[src/rtl/gctr_pkg.sv]
// Shared types and helpers for the GCTR sequencing controller: state encoding,
// datapath widths and the final-block mask.
package gctr_pkg;

  localparam int BLK_W = 64;
  localparam int KEY_W = 80;
  localparam int LEN_W = 7;

  typedef enum logic [2:0] {
    S_IDLE, S_KEY, S_ENC, S_WAIT, S_XOR, S_OUT, S_DONE
  } state_e;

  // Keep the top 'len' bits of the final block; len 0 (or anything past 64) means a full block.
  function automatic logic [BLK_W-1:0] gen_mask(input logic [LEN_W-1:0] len, input logic last);
    logic [BLK_W-1:0] m;
    m = '1;
    if (last && len != '0 && len < LEN_W'(BLK_W))
      m = ~({BLK_W{1'b1}} >> len);
    return m;
  endfunction

endpackage

[src/rtl/gctr_ctrl_if.sv]
// Data-stream and cipher-core handshake bundle for gctr_ctrl.
interface gctr_ctrl_if;
  import gctr_pkg::*;

  logic             in_valid;
  logic             in_ready;
  logic [BLK_W-1:0] in_data;
  logic             out_valid;
  logic             out_ready;
  logic [BLK_W-1:0] out_data;
  logic             core_load;
  logic [KEY_W-1:0] core_key;
  logic             core_start;
  logic [BLK_W-1:0] core_in;
  logic             core_done;
  logic [BLK_W-1:0] core_out;

  modport master (
    input  in_valid, in_data, out_ready, core_done, core_out,
    output in_ready, out_valid, out_data, core_load, core_key, core_start, core_in
  );

  modport slave (
    output in_valid, in_data, out_ready, core_done, core_out,
    input  in_ready, out_valid, out_data, core_load, core_key, core_start, core_in
  );

endinterface

[src/rtl/gctr_ctr_inc.sv]
// Counter-block increment. Define GCTR_INC32_EN for the GCM inc32 form
// (low word wraps, high word fixed); otherwise the whole block increments.
module gctr_ctr_inc
  import gctr_pkg::*;
(
  input  logic [BLK_W-1:0] cb,
  output logic [BLK_W-1:0] cb_inc
);

`ifdef GCTR_INC32_EN
  assign cb_inc = {cb[BLK_W-1:32], cb[31:0] + 32'd1};
`else
  assign cb_inc = cb + BLK_W'(1);
`endif

endmodule

[src/rtl/gctr_ctrl.sv]
// GCTR sequencer around a PRESENT-80 core: key load, one encrypt per block,
// keystream XOR with masked final block. Counter width set by GCTR_INC32_EN.
module gctr_ctrl
  import gctr_pkg::*;
#(
  parameter int NBLK_W = 8
) (
  input  logic              clk,
  input  logic              reset_n,
  input  logic              start,
  input  logic [BLK_W-1:0]  icb,
  input  logic [KEY_W-1:0]  key,
  input  logic [NBLK_W-1:0] num_blk,
  input  logic [LEN_W-1:0]  last_len,
  output logic              busy,
  output logic              done,
  gctr_ctrl_if.master       bus
);

  state_e             state_q, state_d;
  logic [BLK_W-1:0]   cb_q, cb_d, cb_inc;
  logic [BLK_W-1:0]   ks_q, ks_d;
  logic [KEY_W-1:0]   key_q, key_d;
  logic [NBLK_W-1:0]  nblk_q, nblk_d;
  logic [NBLK_W-1:0]  blk_cnt_q, blk_cnt_d;
  logic [LEN_W-1:0]   len_q, len_d;
  logic [BLK_W-1:0]   out_data_q, out_data_d;
  logic               out_valid_q, out_valid_d;
  logic               in_ready_q, in_ready_d;
  logic               core_load_q, core_load_d;
  logic               core_start_q, core_start_d;
  logic               busy_q, busy_d;
  logic               done_q, done_d;
  logic               last_blk;

  gctr_ctr_inc u_inc (.cb(cb_q), .cb_inc(cb_inc));

  assign last_blk = (blk_cnt_q == nblk_q - NBLK_W'(1));

  always_comb begin
    state_d      = state_q;
    cb_d         = cb_q;
    ks_d         = ks_q;
    key_d        = key_q;
    nblk_d       = nblk_q;
    blk_cnt_d    = blk_cnt_q;
    len_d        = len_q;
    out_data_d   = out_data_q;
    out_valid_d  = out_valid_q;
    in_ready_d   = in_ready_q;
    busy_d       = busy_q;
    core_load_d  = 1'b0;
    core_start_d = 1'b0;
    done_d       = 1'b0;
    // Strobes are set on the transition so they appear registered in the target state.
    unique case (state_q)
      S_IDLE: if (start) begin
        cb_d      = icb;
        key_d     = key;
        nblk_d    = num_blk;
        len_d     = last_len;
        blk_cnt_d = '0;
        busy_d    = 1'b1;
        if (num_blk == '0) begin
          state_d = S_DONE;
          done_d  = 1'b1;
        end else begin
          state_d     = S_KEY;
          core_load_d = 1'b1;
        end
      end
      S_KEY: begin
        state_d      = S_ENC;
        core_start_d = 1'b1;
      end
      S_ENC: state_d = S_WAIT;
      S_WAIT: if (bus.core_done) begin
        ks_d       = bus.core_out;
        in_ready_d = 1'b1;
        state_d    = S_XOR;
      end
      S_XOR: if (bus.in_valid) begin
        out_data_d  = (bus.in_data ^ ks_q) & gen_mask(len_q, last_blk);
        out_valid_d = 1'b1;
        in_ready_d  = 1'b0;
        state_d     = S_OUT;
      end
      S_OUT: if (bus.out_ready) begin
        out_valid_d = 1'b0;
        if (last_blk) begin
          state_d = S_DONE;
          done_d  = 1'b1;
        end else begin
          blk_cnt_d    = blk_cnt_q + NBLK_W'(1);
          cb_d         = cb_inc;
          state_d      = S_ENC;
          core_start_d = 1'b1;
        end
      end
      S_DONE: begin
        busy_d  = 1'b0;
        state_d = S_IDLE;
      end
      default: state_d = S_IDLE;
    endcase
  end

  always_ff @(posedge clk or negedge reset_n) begin
    if (!reset_n) begin
      state_q      <= S_IDLE;
      cb_q         <= '0;
      ks_q         <= '0;
      key_q        <= '0;
      nblk_q       <= '0;
      blk_cnt_q    <= '0;
      len_q        <= '0;
      out_data_q   <= '0;
      out_valid_q  <= 1'b0;
      in_ready_q   <= 1'b0;
      core_load_q  <= 1'b0;
      core_start_q <= 1'b0;
      busy_q       <= 1'b0;
      done_q       <= 1'b0;
    end else begin
      state_q      <= state_d;
      cb_q         <= cb_d;
      ks_q         <= ks_d;
      key_q        <= key_d;
      nblk_q       <= nblk_d;
      blk_cnt_q    <= blk_cnt_d;
      len_q        <= len_d;
      out_data_q   <= out_data_d;
      out_valid_q  <= out_valid_d;
      in_ready_q   <= in_ready_d;
      core_load_q  <= core_load_d;
      core_start_q <= core_start_d;
      busy_q       <= busy_d;
      done_q       <= done_d;
    end
  end

  assign busy           = busy_q;
  assign done           = done_q;
  assign bus.in_ready   = in_ready_q;
  assign bus.out_valid  = out_valid_q;
  assign bus.out_data   = out_data_q;
  assign bus.core_load  = core_load_q;
  assign bus.core_key   = key_q;
  assign bus.core_start = core_start_q;
  assign bus.core_in    = cb_q;

endmodule

[src/flat_wrapper.sv]
// flat-port wrapper written by rule: the top's interface ports become plain ports
module gctr_ctrl_flat import gctr_pkg::*;
#(
  parameter int NBLK_W = 8
)
  (clk, reset_n, start, icb, key, num_blk, last_len, busy, done, bus_in_valid, bus_in_data, bus_out_ready, bus_core_done, bus_core_out, bus_in_ready, bus_out_valid, bus_out_data, bus_core_load, bus_core_key, bus_core_start, bus_core_in);
  gctr_ctrl_if bus_i ();
  input  logic clk;
  input  logic reset_n;
  input  logic start;
  input  logic [BLK_W-1:0] icb;
  input  logic [KEY_W-1:0] key;
  input  logic [NBLK_W-1:0] num_blk;
  input  logic [LEN_W-1:0] last_len;
  output logic busy;
  output logic done;
  input wire logic [$bits(bus_i.in_valid)-1:0] bus_in_valid;
  input wire logic [$bits(bus_i.in_data)-1:0] bus_in_data;
  input wire logic [$bits(bus_i.out_ready)-1:0] bus_out_ready;
  input wire logic [$bits(bus_i.core_done)-1:0] bus_core_done;
  input wire logic [$bits(bus_i.core_out)-1:0] bus_core_out;
  output wire logic [$bits(bus_i.in_ready)-1:0] bus_in_ready;
  output wire logic [$bits(bus_i.out_valid)-1:0] bus_out_valid;
  output wire logic [$bits(bus_i.out_data)-1:0] bus_out_data;
  output wire logic [$bits(bus_i.core_load)-1:0] bus_core_load;
  output wire logic [$bits(bus_i.core_key)-1:0] bus_core_key;
  output wire logic [$bits(bus_i.core_start)-1:0] bus_core_start;
  output wire logic [$bits(bus_i.core_in)-1:0] bus_core_in;
  assign bus_i.in_valid = bus_in_valid;
  assign bus_i.in_data = bus_in_data;
  assign bus_i.out_ready = bus_out_ready;
  assign bus_i.core_done = bus_core_done;
  assign bus_i.core_out = bus_core_out;
  assign bus_in_ready = bus_i.in_ready;
  assign bus_out_valid = bus_i.out_valid;
  assign bus_out_data = bus_i.out_data;
  assign bus_core_load = bus_i.core_load;
  assign bus_core_key = bus_i.core_key;
  assign bus_core_start = bus_i.core_start;
  assign bus_core_in = bus_i.core_in;
  gctr_ctrl #(.NBLK_W(NBLK_W)) u_core (.clk(clk), .reset_n(reset_n), .start(start), .icb(icb), .key(key), .num_blk(num_blk), .last_len(last_len), .busy(busy), .done(done), .bus(bus_i));
endmodule
[config.mk]
export PLATFORM = sky130hd
export DESIGN_NAME = gctr_ctrl_flat
export DESIGN_NICKNAME = d
export VERILOG_FILES = /design/src/rtl/gctr_pkg.sv /design/src/rtl/gctr_ctrl_if.sv /design/src/rtl/gctr_ctr_inc.sv /design/src/rtl/gctr_ctrl.sv /design/src/flat_wrapper.sv
export SDC_FILE = /design/constraint.sdc
export NUM_CORES = 1
export LEC_CHECK = 0
export CORE_AREA = 2 2 199 201
export DETAILED_ROUTE_END_ITERATION = 6
export DIE_AREA = 0 0 201 203
export PLACE_DENSITY_LB_ADDON = 0.25
export SLEW_MARGIN = 25
export SYNTH_ARGS = -nofsm -noshare
export SYNTH_HDL_FRONTEND = slang
export SYNTH_SLANG_ARGS = --single-unit
[constraint.sdc]
create_clock -name clk -period 3.25 [get_ports clk]
set_input_delay 0.8125 -clock clk [delete_from_list [all_inputs] [get_ports clk]]
set_output_delay 0.8125 -clock clk [all_outputs]
set_load 0.02 [all_outputs]
==> reports/results.ini, run 1 <==
[sta]
setup_viol=0
whs_ns=0.232
maxSlewViolCount=0
fin_skew_ns=0.0203
slew_headroom_pct=46.1
tightest_slew_ns=0.805
finalSetupTns_ns=0
fin_crit_sh_pct=86.2
hold_viol=0
max_freq_mhz=357
period_needed_ns=2.80
rsz0062_at_grt=false

[synth]
synth_edf_count=0
netlist_instances=1604
netlist_top_cells_area=dfrtp_1 (51%), nand2_1 (10%), mux2_2 (5.0%)
yosysTopAreaCell=dfrtp_1
syn_nets=1900
synth_warnings=0
yosys.area_share.simple_pct=19.1
synthArstFlopShare_pct=100
synthDominantCellAreaShare_pct=51.4
syn_area_mm2=0.0148
synth_compound_area_share_pct=16.4
synthDistinctLibCells=67
synth_xor_area_share_pct=4.44
ys_seq_area_share_pct=51.4
yosysMostFrequentCell=nand2_1
synth_top_family_by_area=simple AND/OR/NAND/NOR gates
synth_flop_cell=dfrtp_1
synth_seq_cells=304
postSynthAreaPerCell_um2=9.22
synthTopCellsByCount=nand2_1 (412), dfrtp_1 (304), a21oi_1 (116)
synth_fa_ha_area_share_pct=0.254
synthMuxAreaShare_pct=5.02

[flow_run]
maxCapViolCount=0

[routing]
wl_met2_um=26000
drt-met1-wl_um=21800
wl_um=54400
first_pass_iters=5
wl_met3_um=4870
route.detailed.drc=0
routedWlPerCell_um=20.8
vias=14100
top_layer_used=met5
avgViaCountPerCell=5.38
ant_nets=0
drt_iter0_markers=982

[clock_network]
holdBufCountCts=0
ctsResizeCount=0
cts_inserted_buffers=36
cts_tree=built
cts-root-buf=clkbuf_16
clk_latency_ns=0.54
post_cts_buffers=0
clock_sinks=304
cts_max_level=2
path_clk_slew_ns=0.06
clk_path_buf_depth=3

[power_and_ir_drop]
p_leak_uw=0.00926
p_per_area_mw_per_mm2=987
irDropWorstVdd_uv=592

[finish]
final_core_util_pct=56.7
syn2layout_area_growth_pct=47.5
fin_nets=2369
layout-drive-gt1-share_pct=8.48

[min_path]
hp-class=in2async

[floorplan]
fp-row-count=72
fp.coreArea_mm2=0.0385
dieArea_mm2=0.0408
die_x_um=201
initial_core_util_pct=38.4
die_h_um=203
pin_count=507

[worst_setup_path]
cp-start-kind=flop
critPathArrivalTime_ns=3.22
path_max_fanout=47
r2r_start=u_core.nblk_q[0]
worstPathRequired_ns=3.66
cp-startpoint=u_core.nblk_q[0]
critPathKind=reg2reg
end_kind=flop

[outcome]
status=finished clean

[grt]
globalRouteOverflowTotal=0
grt_pass1_wl_um=84400
antenna_found_initial=5
grt_use_total_pct=26.3
grt_pass1_vias=14300
grt_max_degree=81

[placement]
place_hpwl_um=39300
gp_congestion=0.913
io_buffers=506

worst max-delay path, stage by stage, from the launching register on:
cell,delay (ns)
dfrtp_1,0.44
inv_1,0.08
ha_1,0.29
o21bai_1,0.19
a211oi_1,0.25
o21bai_1,0.12
nand2_2,0.17
a21o_1,0.40
nand2_1,0.16
buf_12,0.21
a221o_1,0.35
where the power goes:
| part | total [µW] | switching (µW) | leakage, µW | internal, µW |
|---|---|---|---|---|
| sequential | 7210 | 1610 | 0.00369 | 5600 |
| combinational | 10100 | 5460 | 0.00495 | 4610 |
| clock | 4240 | 1660 | 0.000617 | 2580 |
sequential cells by signal, summed over array words and instances, names as in the netlist:
signal                 count
u_core.bus.core_key       80
u_core.bus.core_in        64
u_core.bus.out_data       64
u_core.ks_q               64
u_core.blk_cnt_q           8
u_core.nblk_q              8
u_core.len_q               7
u_core.state_q             3
u_core.bus.core_load       1
u_core.bus.core_start      1
u_core.bus.in_ready        1
u_core.bus.out_valid       1
u_core.busy                1
u_core.done                1
through the flow:
step | instance area (µm²) | cells | total power, µW | setup slack [ns]
global route | 21800 | 2620 | 22800 | 0.215
finish | 21800 | 2622 | 21500 | 0.447
global placement | 20600 | 2553 | 17100 | 0.531
detailed placement | 20600 | 2553 | 17300 | 0.418
CTS | 21800 | 2617 | 21600 | 0.387
floorplan | 14800 | 1604 | 12400 | 0.771
per-layer routing:
layer  track usage [%]  vias up
met4              9.55        2
met1              33.3     6864
li1                  -     6556
met3              7.67       91
met5                 0        -
met2              42.8      592
placed cells by master, fill, tap and decap left out, drive strengths merged, types with 5 or more instances in the layout:
| cell | n |
|---|---|
| a211oi | 20 |
| a21oi | 116 |
| a22oi | 14 |
| a2bb2oi | 5 |
| a311oi | 11 |
| a31oi | 26 |
| and2 | 11 |
| and3 | 20 |
| and4 | 8 |
| buf | 35 |
| bufinv | 5 |
| clkbuf | 45 |
| clkdlybuf4s50 | 505 |
| clkinv | 12 |
| dfrtp | 304 |
| diode | 5 |
| inv | 19 |
| mux2 | 65 |
| nand2 | 413 |
| nand2b | 5 |
| nand3 | 39 |
| nand4 | 11 |
| nor2 | 82 |
| nor2b | 5 |
| nor3 | 32 |
| nor4 | 8 |
| o21a | 10 |
| o21ai | 64 |
| o22a | 5 |
| o22ai | 31 |
| o2bb2a | 11 |
| o311ai | 6 |
| o31ai | 21 |
| o32ai | 9 |
| or2 | 5 |
| xnor2 | 53 |
| xor2 | 22 |
final timing paths:
path,endpoint,slack (ns),cells after the start
max,u_core.bus.core_in[63],0.45,10
min,u_core.ks_q[58],0.23,1
max reg2reg,u_core.bus.core_in[63],0.45,10
min reg2reg,u_core.bus.core_key[67],0.47,2
max in group asynchronous,u_core.bus.core_key[9],2.16,3
min in group clk,u_core.bus.core_key[67],0.47,2
final cells by class:
class                      count  area (µm²)
timing repair buffer         540        5500
clock inverter                19         235
sequential                   304        7610
tap                          518         648
inverter                      17        63.8
antenna                        5        12.5
multi-input combinational   1174        6740
clock buffer                  45         996
fill                        3372       16700
logic make-up after synthesis:
family	count (synthesis)
buffers and inverters	126
and+or+nand+nor	652
AOI/OAI and AO/OA	378
xor gates and xnor gates	75
DFF	304
adders and majority gates	3
muxes	66
Power figures use the tool's default switching activity.
==> run 2: changes to the inputs <==
Settings changed: REMOVE_ABC_BUFFERS set to 1.
==> reports/results.ini, run 2 (synthesis results as in run 1) <==
[outcome]
status=finished clean  ; unchanged

[floorplan]
fp-row-count=72  ; unchanged
fp.coreArea_mm2=0.0385  ; unchanged
dieArea_mm2=0.0408  ; unchanged
initial_core_util_pct=38.4  ; unchanged
pin_count=507  ; unchanged
die_x_um=201  ; unchanged
die_h_um=203  ; unchanged

[worst_setup_path]
end_kind=flop  ; unchanged
path_delay_family=compound AO/OA/AOI/OAI gates  ; unchanged
path_max_fanout=47  ; unchanged
critPathBufInv=3  ; was 2
critPathArrivalTime_ns=3.45  ; was 3.22 ns
cp_common_cell=buf_12  ; was o21bai_1
worstPathRequired_ns=3.68  ; was 3.66 ns
slowest_delay_ns=0.44  ; about the same
crit_chain=inv_1 > ha_1 > nand2b_1 > a21oi_1 > a31oi_1 > o2111a_1 > a21o_1 > buf_12 > nand2_1 > buf_12 > a221o_1  ; was inv_1 > ha_1 > o21bai_1 > a211oi_1 > o21bai_1 > nand2_2 > a21o_1 > nand2_1 > buf_12 > a221o_1
critPathKind=reg2reg  ; unchanged
slowest_stage=dfrtp_1  ; unchanged
rr_worst_depth=11  ; was 10
path_depth=11  ; was 10
cp-start-kind=flop  ; unchanged

[power_and_ir_drop]
p_per_area_mw_per_mm2=992  ; was 987 mW/mm²
p_leak_uw=0.00931  ; was 0.00926 µW
p_sw_share_pct=40.2  ; was 40.5%
p_int_uw=13000  ; was 12800 µW
power_frac_clock_pct=20.6  ; was 19.7%
p_switching_uw=8730  ; was 8720 µW
irDropWorstVdd_uv=500  ; was 592 µV
seq_power_share_pct=33.0  ; was 33.5%
power_frac_comb_pct=46.3  ; was 46.8%

[routing]
drt_iter0_markers=1096  ; was 982
wl_um=54900  ; was 54400 µm
vias=14300  ; was 14.1k
avgViaCountPerCell=5.44  ; was 5.38
ant_nets=0  ; unchanged
first_pass_iters=5  ; unchanged
routedWlPerCell_um=20.9  ; was 20.8 µm
route.detailed.drc=0  ; unchanged

[sta]
period_needed_ns=3.02  ; was 2.80 ns
finalSetupTns_ns=0  ; unchanged
slew_headroom_pct=41.9  ; was 46.1%
hold_viol=0  ; unchanged
setup_viol=0  ; unchanged
fin_skew_ns=0.0107  ; was 0.0203 ns
tightest_slew_ns=0.869  ; was 0.805 ns
rsz0062_at_grt=false  ; unchanged
maxSlewViolCount=0  ; unchanged
fin_crit_sh_pct=92.8  ; was 86.2%
max_freq_mhz=332  ; was 357 MHz

[placement]
io_buffers=506  ; unchanged
gp_congestion=0.878  ; was 0.913
dpl.cell_count=2555  ; was 2553
place_hpwl_um=39000  ; was 39300 µm

[min_path]
hp-class=in2async  ; unchanged

[clock_network]
cts-root-buf=clkbuf_16  ; unchanged
ctsResizeCount=0  ; unchanged
clk_path_buf_depth=3  ; unchanged
cts_tree=built  ; unchanged
path_clk_slew_ns=0.06  ; about the same
holdBufCountCts=0  ; unchanged
cts_inserted_buffers=37  ; was 36
cts_max_level=2  ; unchanged
clk_latency_ns=0.55  ; was 0.54 ns
clock_sinks=304  ; unchanged
post_cts_buffers=0  ; unchanged

[grt]
grt_pass1_vias=14400  ; was 14.3k
grt_pass1_wl_um=85400  ; was 84400 µm
antenna_found_initial=6  ; was 5
grt_use_total_pct=26.6  ; was 26.3%
globalRouteOverflowTotal=0  ; unchanged
grt_max_degree=81  ; unchanged

[finish]
fin_nets=2372  ; was 2369
layout-drive-gt1-share_pct=8.70  ; was 8.48%
final_common_cell=clkdlybuf4s50_1  ; unchanged
final_cells=2626  ; was 2622
largest_reg_flops=80  ; unchanged
final_cell_mix=clkdlybuf4s50_1 (505), nand2_1 (412), dfrtp_1 (304)  ; unchanged
syn2layout_area_growth_pct=48.2  ; was 47.5%

[flow_run]
maxCapViolCount=0  ; unchanged

-- run 2: cell count changes in the layout (fill, tap and decap cells not counted), sizes merged --
cell / previous run / this run
clkbuf: 45 / 48
buf: 35 / 37
clkinv: 12 / 10
bufinv: 5 / 6
clkinvlp: 0 / 1
diode: 5 / 4
-- run 2: worst paths after layout --
kind | slack, ns | from | end
setup / recovery | 0.23 | u_core.nblk_q[0] | u_core.bus.core_in[63]
hold / removal | 0.27 | reset_n | u_core.ks_q[42]
setup reg to reg | 0.23 | u_core.nblk_q[0] | u_core.bus.core_in[63]
hold reg to reg | 0.47 | u_core.bus.core_key[60] | u_core.bus.core_key[60]
max in group asynchronous | 2.19 | reset_n | u_core.bus.core_in[49]
min in group clk | 0.47 | u_core.bus.core_key[60] | u_core.bus.core_key[60]
-- run 2: cell type report --
| cell class | instances | area [µm²] |
|---|---|---|
| Antenna cell | 4 | 10.0 |
| Clock buffer | 48 | 1060 |
| Clock inverter | 19 | 255 |
| Fill cell | 3420 | 16600 |
| Inverter | 17 | 63.8 |
| Multi-Input combinational cell | 1174 | 6750 |
| Sequential cell | 304 | 7610 |
| Tap cell | 518 | 648 |
| Timing Repair Buffer | 542 | 5520 |
-- run 2: power by group through the flow --
stage	Sequential [µW]	Clock (µW)	Combinational, µW
2_1_floorplan	8500	0	3870
3_3_place_gp	7090	0	9930
3_5_place_dp	7170	0	10100
4_1_cts	7150	4570	10100
5_1_grt	7420	4730	10800
6_report	7180	4480	10100
-- run 2: through the flow --
step	utilization [%]	area [µm²]	power, µW	setup WS [ns]	hold WS (ns)
2_1_floorplan	-	14400	12400	-5.60	0.450
3_3_place_gp	53.5	20600	17000	0.405	0.458
3_5_place_dp	53.5	20600	17200	0.266	0.462
4_1_cts	56.9	21900	21800	0.252	0.279
5_1_grt	56.9	21900	23000	0.0532	0.299
6_report	57.0	21900	21700	0.234	0.275
-- run 2: routing by layer --
metal	up-vias	share of wire [%]	GRT usage, %
met4	4	2.4	7.96
met1	6918	39	32.8
li1	6570	-	-
met5	-	0.055	0
met2	692	49	44.6
met3	101	9.4	8.60
==> run 3: changes to the inputs <==
--- a/constraint.sdc
+++ b/constraint.sdc
@@ -3,2 +3,2 @@
 set_output_delay 0.8125 -clock clk [all_outputs]
-set_load 0.02 [all_outputs]
+set_load 0.1 [all_outputs]
==> reports/results.ini, run 3 (synthesis results as in run 1) <==
[grt]
globalRouteOverflowTotal=0  ; unchanged
grt_pass1_vias=14100  ; was 14.4k
grt_pass1_wl_um=84000  ; was 85400 µm
antenna_found_initial=7  ; was 6
grt_use_total_pct=26.2  ; was 26.6%
grt_max_degree=81  ; unchanged

[finish]
layout-drive-gt1-share_pct=18.6  ; was 8.70%
final_cells=2623  ; was 2626
final_common_cell=nand2_1  ; was clkdlybuf4s50_1
fin_nets=2369  ; was 2372
largest_reg_flops=80  ; unchanged
final_cell_mix=nand2_1 (412), dfrtp_1 (304), clkdlybuf4s50_1 (291)  ; was clkdlybuf4s50_1 (505), nand2_1 (412), dfrtp_1 (304)
stdcell_area_mm2=0.0212  ; was 0.0219 mm²
final_core_util_pct=55.2  ; was 57.0%
syn2layout_area_growth_pct=43.7  ; was 48.2%

[floorplan]
die_h_um=203  ; unchanged
pin_count=507  ; unchanged
fp-row-count=72  ; unchanged
die_x_um=201  ; unchanged
initial_core_util_pct=38.4  ; unchanged
dieArea_mm2=0.0408  ; unchanged
fp.coreArea_mm2=0.0385  ; unchanged

[clock_network]
post_cts_buffers=0  ; unchanged
cts_max_level=2  ; unchanged
cts-root-buf=clkbuf_16  ; unchanged
cts_tree=built  ; unchanged
path_clk_slew_ns=0.06  ; about the same
cts_inserted_buffers=36  ; was 37
clk_latency_ns=0.55  ; about the same
clk_path_buf_depth=3  ; unchanged
ctsResizeCount=0  ; unchanged
holdBufCountCts=0  ; unchanged
clock_sinks=304  ; unchanged

[routing]
first_pass_iters=5  ; unchanged
route.detailed.drc=0  ; unchanged
drt_iter0_markers=1115  ; was 1096
vias=14200  ; was 14.3k
avgViaCountPerCell=5.41  ; was 5.44
wl_um=54300  ; was 54900 µm
ant_nets=0  ; unchanged
routedWlPerCell_um=20.7  ; was 20.9 µm

[worst_setup_path]
cp-startpoint=u_core.nblk_q[0]  ; unchanged
critPathKind=reg2reg  ; unchanged
r2r_start=u_core.nblk_q[0]  ; unchanged
end_kind=flop  ; unchanged
cp-start-kind=flop  ; unchanged
critPathArrivalTime_ns=3.38  ; was 3.45 ns
worstPathRequired_ns=3.68  ; about the same
path_max_fanout=47  ; unchanged

[placement]
place_hpwl_um=38700  ; was 39000 µm
gp_congestion=0.873  ; was 0.878
io_buffers=506  ; unchanged
dpl.cell_count=2553  ; was 2555
place_area_mm2=0.0200  ; was 0.0206 mm²

[flow_run]
maxCapViolCount=0  ; unchanged

[sta]
fin_skew_ns=0.0190  ; was 0.0107 ns
rsz0062_at_grt=false  ; unchanged
hold_viol=0  ; unchanged
period_needed_ns=2.95  ; was 3.02 ns
maxSlewViolCount=0  ; unchanged
setup_viol=0  ; unchanged
tightest_slew_ns=0.857  ; was 0.869 ns
finalSetupTns_ns=0  ; unchanged
fin_crit_sh_pct=90.7  ; was 92.8%
max_freq_mhz=339  ; was 332 MHz
slew_headroom_pct=42.7  ; was 41.9%

[min_path]
hp-class=in2async  ; unchanged

[outcome]
status=finished clean  ; unchanged

run 3: changes by cell type in the layout (fill, tap and decap cells not counted), sizes merged:
cell,delta
clkdlybuf4s50,-214
buf,+212
bufinv,-2
diode,+2
clkbuf,+1
clkinv,-1
clkinvlp,-1
run 3: path summary, 6_finish.rpt:
| check | end | depth (start not counted) | slack [ns] |
|---|---|---|---|
| worst max-delay path | u_core.bus.core_in[63] | 11 | 0.30 |
| worst min-delay path | u_core.ks_q[9] | 1 | 0.25 |
| worst max register to register | u_core.bus.core_in[63] | 11 | 0.30 |
| worst min register to register | u_core.bus.in_ready | 2 | 0.47 |
| max in group asynchronous | u_core.bus.core_key[59] | 2 | 2.25 |
| min in group clk | u_core.bus.in_ready | 2 | 0.47 |
run 3: critical path, cell delays in order (launching register included):
cell      delay (ns)
dfrtp_1         0.43
inv_1           0.09
ha_1            0.32
nand2b_1        0.18
a21oi_1         0.07
a31oi_1         0.14
o2111a_1        0.42
a21o_1          0.22
buf_12          0.22
nand2_1         0.12
buf_12          0.20
a221o_1         0.35
run 3: final cells by class:
class                           count  area, µm²
Clock inverter                     15        183
Tap cell                          518        648
Multi-Input combinational cell   1174       6750
Timing Repair Buffer              540       4950
Antenna cell                        6       15.0
Sequential cell                   304       7610
Fill cell                        3506      17200
Clock buffer                       49       1030
Inverter                           17       63.8
run 3: layer usage:
layer / share of wire, % / GRT usage, % / routed length (µm) / up-vias
met5: 0.050 / 0 / 27 / -
met4: 3.0 / 9.81 / 1650 / 4
met3: 9.2 / 8.04 / 5020 / 94
met2: 48 / 43.3 / 26000 / 655
met1: 40 / 32.4 / 21600 / 6869
li1: - / - / - / 6574
run 3: per-stage QoR:
| stage | hold slack (ns) | setup slack [ns] |
|---|---|---|
| detailed placement | 0.463 | 0.334 |
| floorplan | 0.450 | -5.60 |
| global placement | 0.460 | 0.388 |
| global route | 0.284 | 0.109 |
| finish | 0.250 | 0.303 |
| CTS | 0.253 | 0.325 |
Power of run 3 is not shown: default switching activity piles up to over one toggle a cycle in this logic, so the estimate is an artifact.
==> RTL edit 1: new RTL, config.mk and constraints of run 3 <==
Change the package constant `BLK_W` from 64 to 32.
--- a/src/rtl/gctr_pkg.sv
+++ b/src/rtl/gctr_pkg.sv
@@ -3,5 +3,5 @@
 package gctr_pkg;
 
-  localparam int BLK_W = 64;
+  localparam int BLK_W = 32;
   localparam int KEY_W = 80;
   localparam int LEN_W = 7;
Ports: changed (5 resized); port bits go from 507 to 347. The function was not compared with the original's and may differ.
==> RTL edit 1 against run 3 <==
- sequential share of layout area up 0.66 points
- critical path depth decreased by 3
- global-route usage decreased by 11 points
- via count fell by 38%
- sequential cell count down 96
- routed wire length shrank 41%
- hold slack got worse by 0.024 ns
- area after synthesis is 35% lower
- setup slack got worse by 0.13 ns
- utilization is 18 points lower
- design area shrank 33%
- critical endpoint is now u_core.bus.out_data[24]
Power is not shown: default switching activity piles up to over one toggle a cycle in this logic, so the estimate is an artifact.
==> RTL edit 1: results (changes against run 3) <==
{
  "regToRegEndpoint": {"value": "u_core.bus.out_data[24]"},
  "rrSetupSlack": {"value": 0.17, "unit": "ns", "change": "-0.13 ns"},
  "cts_buffers": {"value": 27, "change": "-25%"},
  "synth.top_cells.by_count": {"value": "358 x nand2_1, 208 x dfrtp_1, 59 x a21oi_1"},
  "clock_skew": {"value": 0.0101, "unit": "ns", "change": "-0.00898 ns"},
  "timing.max_slew.rel_slack": {"value": 0.522, "change": "+0.0950"},
  "fill_cell_count": {"value": 3955, "change": "+13%"},
  "grt_first_pass_wirelength": {"value": 50500, "unit": "um", "change": "-40%"},
  "number_of_antenna_violations_at_the_first_check_in_global_routing": {"value": 2, "change": "-5"},
  "htree_num_levels": {"value": 1, "change": "-1"},
  "drive_gt1_frac": {"value": 0.195, "change": "+0.00965"},
  "clock_insertion_delay_worst_skew": {"value": 0.53, "unit": "ns", "change": "-0.02 ns"},
  "via_per_inst": {"value": 4.56, "change": "-16%"},
  "grt_pass1_vias": {"value": 8860, "change": "-37%"},
  "main_area_contributors_after_synthesis": {"value": "dfrtp_1 54%, nand2_1 14%, mux2_2 3.8%"},
  "synth-seq-area-share": {"value": 0.543, "change": "+0.0283"},
  "fin_nets": {"value": 1588, "change": "-33%"},
  "grt_max_degree": {"value": 66, "change": "-19%"},
  "grt_use_total": {"value": 0.154, "change": "-0.108"},
  "status": {"value": "completed"},
  "path_delay_family": {"value": "simple AND/OR/NAND/NOR gates"},
  "globalplace.congestion": {"value": 0.799, "change": "-8.5%"},
  "critical-path-max-stage-delay": {"value": 0.59, "unit": "ns", "change": "+0.16 ns"},
  "detail_route.wirelength": {"value": 32200, "unit": "um", "change": "-41%"},
  "hpwlAfterDp": {"value": 23400, "unit": "um", "change": "-40%"},
  "distinct_cells_synth": {"value": 62, "change": "-7.5%"},
  "cp.arrival": {"value": 3.45, "unit": "ns", "change": "+0.07 ns"}
}
RTL edit 1: changes by cell type in the layout (fill, tap and decap cells not counted), sizes merged, moves of 15 or more:
| cell | run 3 | this run |
|---|---|---|
| xnor2 | 53 | 30 |
| mux2 | 65 | 32 |
| o21ai | 64 | 38 |
| nand2 | 413 | 358 |
| nor2 | 82 | 49 |
| buf | 249 | 175 |
| a31oi | 26 | 9 |
| a211oi | 20 | 5 |
| dfrtp | 304 | 208 |
| clkdlybuf4s50 | 291 | 195 |
| o22ai | 31 | 7 |
| nor3 | 32 | 10 |
| a21oi | 116 | 59 |
RTL edit 1: metal layers:
layer	part of all wire	track usage	wire, um
met5	0	0	0
met4	0.028	0.0466	887
met3	0.079	0.0462	2560
met2	0.47	0.258	15300
met1	0.42	0.191	13500
RTL edit 1: layout make-up:
class,count,share of cell area
flip-flops and latches,208,0.365
multi-input cells,770,0.291
repair buffers,370,0.235
clock buffers,39,0.0554
well taps,518,0.0454
clock inverters,9,0.00552
inverters,11,0.00289
diodes,2,0.000351
RTL edit 1: metrics by stage:
step | worst slack (ns) | utilization | std cells | setup TNS, ns | cell area (um2)
floorplan | -1.87 | - | 989 | -173.52 | 9370
global placement | 0.117 | 0.348 | 1877 | 0 | 13400
detailed placement | 0.0405 | 0.348 | 1877 | 0 | 13400
CTS | 0.0468 | 0.371 | 1925 | 0 | 14300
global route | 0.00418 | 0.371 | 1927 | 0 | 14300
finish | 0.172 | 0.371 | 1927 | 0 | 14300
RTL edit 1: cell families after synthesis:
logic type | share of synthesized area
AND/OR/NAND/NOR | 0.228
flip-flops | 0.543
AO/OA/AOI/OAI | 0.121
buffers and inverters | 0.0274
XOR/XNOR | 0.0384
multiplexers | 0.0386
adder cells (fa/ha/maj) | 0.00391
==> RTL edit 2: new RTL, config.mk and constraints of run 3 <==
Made on the original files. Take the reset off `cb_q` and load it in a clocked block of its own.
--- a/src/rtl/gctr_ctrl.sv
+++ b/src/rtl/gctr_ctrl.sv
@@ -109,5 +109,4 @@
     if (!reset_n) begin
       state_q      <= S_IDLE;
-      cb_q         <= '0;
       ks_q         <= '0;
       key_q        <= '0;
@@ -124,5 +123,4 @@
     end else begin
       state_q      <= state_d;
-      cb_q         <= cb_d;
       ks_q         <= ks_d;
       key_q        <= key_d;
@@ -140,4 +138,8 @@
   end
 
+  always_ff @(posedge clk) begin
+    cb_q <= cb_d;
+  end
+
   assign busy           = busy_q;
   assign done           = done_q;
Check against the original RTL: not equivalent (a bounded check fails within 4 cycles, from zero or initial values and one cycle with reset_n low).
==> RTL edit 2 against run 3 <==
- area after synthesis decreased by 3.5%
- setup slack got worse by 0.0070 ns
- utilization decreased by 1.4 points
- routed wire length decreased by 13%
- sequential cell count unchanged
- design area decreased by 2.6%
- synthesized cell count decreased by 9.0%
- critical endpoint is now u_core.bus.out_data[17]
Power is left out: the tool's default activity adds up to more than one toggle a clock period on the data nets, which glitch-free logic cannot reach.
==> RTL edit 2: results (changes against run 3) <==
{
  "status": {"value": "completed"},
  "cp_max_fo": {"value": 23, "change": "-51%"},
  "grt_use_total": {"value": 0.227, "change": "-0.0353"},
  "crit_path_top_delay_cell": {"value": "a211oi_4"},
  "distinct_cells_synth": {"value": 57, "change": "-15%"},
  "number_of_flip_flops_under_the_largest_register_name": {"value": 80, "change": "unchanged"},
  "hpwlAfterDp": {"value": 35400, "unit": "um", "change": "-8.5%"},
  "grt_max_degree": {"value": 107, "change": "+32%"},
  "cts.repair_timing.setup_buffer_count": {"value": 0, "change": "unchanged"},
  "grt_pass1_vias": {"value": 12800, "change": "-9.4%"},
  "synth.yosys.warnings": {"value": 0, "change": "unchanged"},
  "hold_path.class": {"value": "input pin to async pin"},
  "clock_skew": {"value": 0.0190, "unit": "ns", "change": "-0.0000140 ns"},
  "critical-path-max-stage-delay": {"value": 0.54, "unit": "ns", "change": "+0.11 ns"},
  "post_cts_sizing": {"value": 0, "change": "unchanged"},
  "cts_buffers": {"value": 36, "change": "unchanged"},
  "dominantRegCellSynth": {"value": "dfrtp_1"},
  "clock_insertion_delay_worst_skew": {"value": 0.53, "unit": "ns", "change": "-0.02 ns"},
  "cts.clk_slew.worst_paths": {"value": 0.06, "unit": "ns", "change": "about the same"},
  "synth-seq-area-share": {"value": 0.556, "change": "+0.0412"},
  "number_of_antenna_violations_at_the_first_check_in_global_routing": {"value": 7, "change": "unchanged"},
  "clock_tree.root_cell": {"value": "clkbuf_16"},
  "first_iter_violations": {"value": 783, "change": "-30%"},
  "via_per_inst": {"value": 5.00, "change": "-7.6%"},
  "synth_async_sr_flop_share": {"value": 0.789, "change": "-0.211"},
  "timing.max_slew.rel_slack": {"value": 0.571, "change": "+0.145"},
  "cts_buffer_depth": {"value": 3, "change": "unchanged"},
  "port_buffers": {"value": 506, "change": "unchanged"},
  "use_met2": {"value": 0.388, "change": "-0.0449"},
  "grt_first_pass_wirelength": {"value": 72500, "unit": "um", "change": "-14%"},
  "main_area_contributors_after_synthesis": {"value": "dfrtp_1 42%, edfxtp_1 13%, nand2_1 12%"},
  "path_delay_family": {"value": "simple AND/OR/NAND/NOR gates"},
  "drive_gt1_frac": {"value": 0.193, "change": "+0.00760"},
  "htree_num_levels": {"value": 2, "change": "unchanged"},
  "global_route.usage.met3": {"value": 0.0668, "change": "-0.0136"},
  "grt.met1_usage": {"value": 0.269, "change": "-0.0553"},
  "synth.top_cells.by_count": {"value": "438 x nand2_1, 240 x dfrtp_1, 114 x o21ai_0"},
  "fill_cell_count": {"value": 3484, "change": "-0.63%"},
  "synth_enable_flop_cells": {"value": 64, "change": "+64"},
  "detail_route.wl_per_cell": {"value": 19.0, "unit": "um", "change": "-8.2%"},
  "firstDrtPassIters": {"value": 5, "change": "unchanged"},
  "globalplace.congestion": {"value": 0.904, "change": "+3.6%"},
  "fin_nets": {"value": 2241, "change": "-5.4%"},
  "cp.arrival": {"value": 3.34, "unit": "ns", "change": "-0.04 ns"}
}
-- RTL edit 2: kinds of logic after synthesis --
family / share of synthesized area
multiplexers: 0.0520
flip-flops: 0.556
buffers and inverters: 0.0277
adder cells (fa/ha/maj): 0.00263
AO/OA/AOI/OAI: 0.0910
XOR/XNOR: 0.0823
AND/OR/NAND/NOR: 0.189
-- RTL edit 2: routing by layer --
| metal | vias to the layer above | wire [um] |
|---|---|---|
| li1 | 5894 | - |
| met2 | 498 | 23300 |
| met1 | 5994 | 18300 |
| met5 | - | 0 |
| met3 | 85 | 4220 |
| met4 | 0 | 1610 |
-- RTL edit 2: per-stage QoR --
| step | area [um2] | hold WS [ns] | setup TNS (ns) | setup WS, ns | std cells |
|---|---|---|---|---|---|
| 2_1_floorplan | 13900 | 0.465 | -371.07 | -3.25 | 1373 |
| 3_3_place_gp | 19500 | 0.459 | 0 | 0.359 | 2425 |
| 3_5_place_dp | 19500 | 0.463 | 0 | 0.269 | 2425 |
| 4_1_cts | 20700 | 0.246 | 0 | 0.255 | 2488 |
| 5_1_grt | 20700 | 0.268 | 0 | 0.00933 | 2495 |
| 6_report | 20700 | 0.238 | 0 | 0.296 | 2495 |
-- RTL edit 2: worst paths after layout --
check,start,endpoint,slack (ns),cells past startpoint
setup / recovery,u_core.nblk_q[0],u_core.bus.out_data[17],0.30,10
hold / removal,reset_n,u_core.bus.out_data[23],0.24,1
setup reg to reg,u_core.nblk_q[0],u_core.bus.out_data[17],0.30,10
hold reg to reg,u_core.bus.core_key[71],u_core.bus.core_key[71],0.47,2
max in group asynchronous,reset_n,u_core.bus.core_key[33],2.21,2
min in group clk,u_core.bus.core_key[71],u_core.bus.core_key[71],0.47,2
-- RTL edit 2: area by class of cell --
| type | instances | area, um2 | area share |
|---|---|---|---|
| sequential | 304 | 7930 | 0.383 |
| multi-input combinational | 1055 | 5980 | 0.289 |
| timing repair buffer | 534 | 4860 | 0.235 |
| clock buffer | 50 | 1050 | 0.0505 |
| tap | 518 | 648 | 0.0313 |
| clock inverter | 13 | 175 | 0.00846 |
| inverter | 14 | 52.6 | 0.00254 |
| antenna | 7 | 17.5 | 0.000846 |
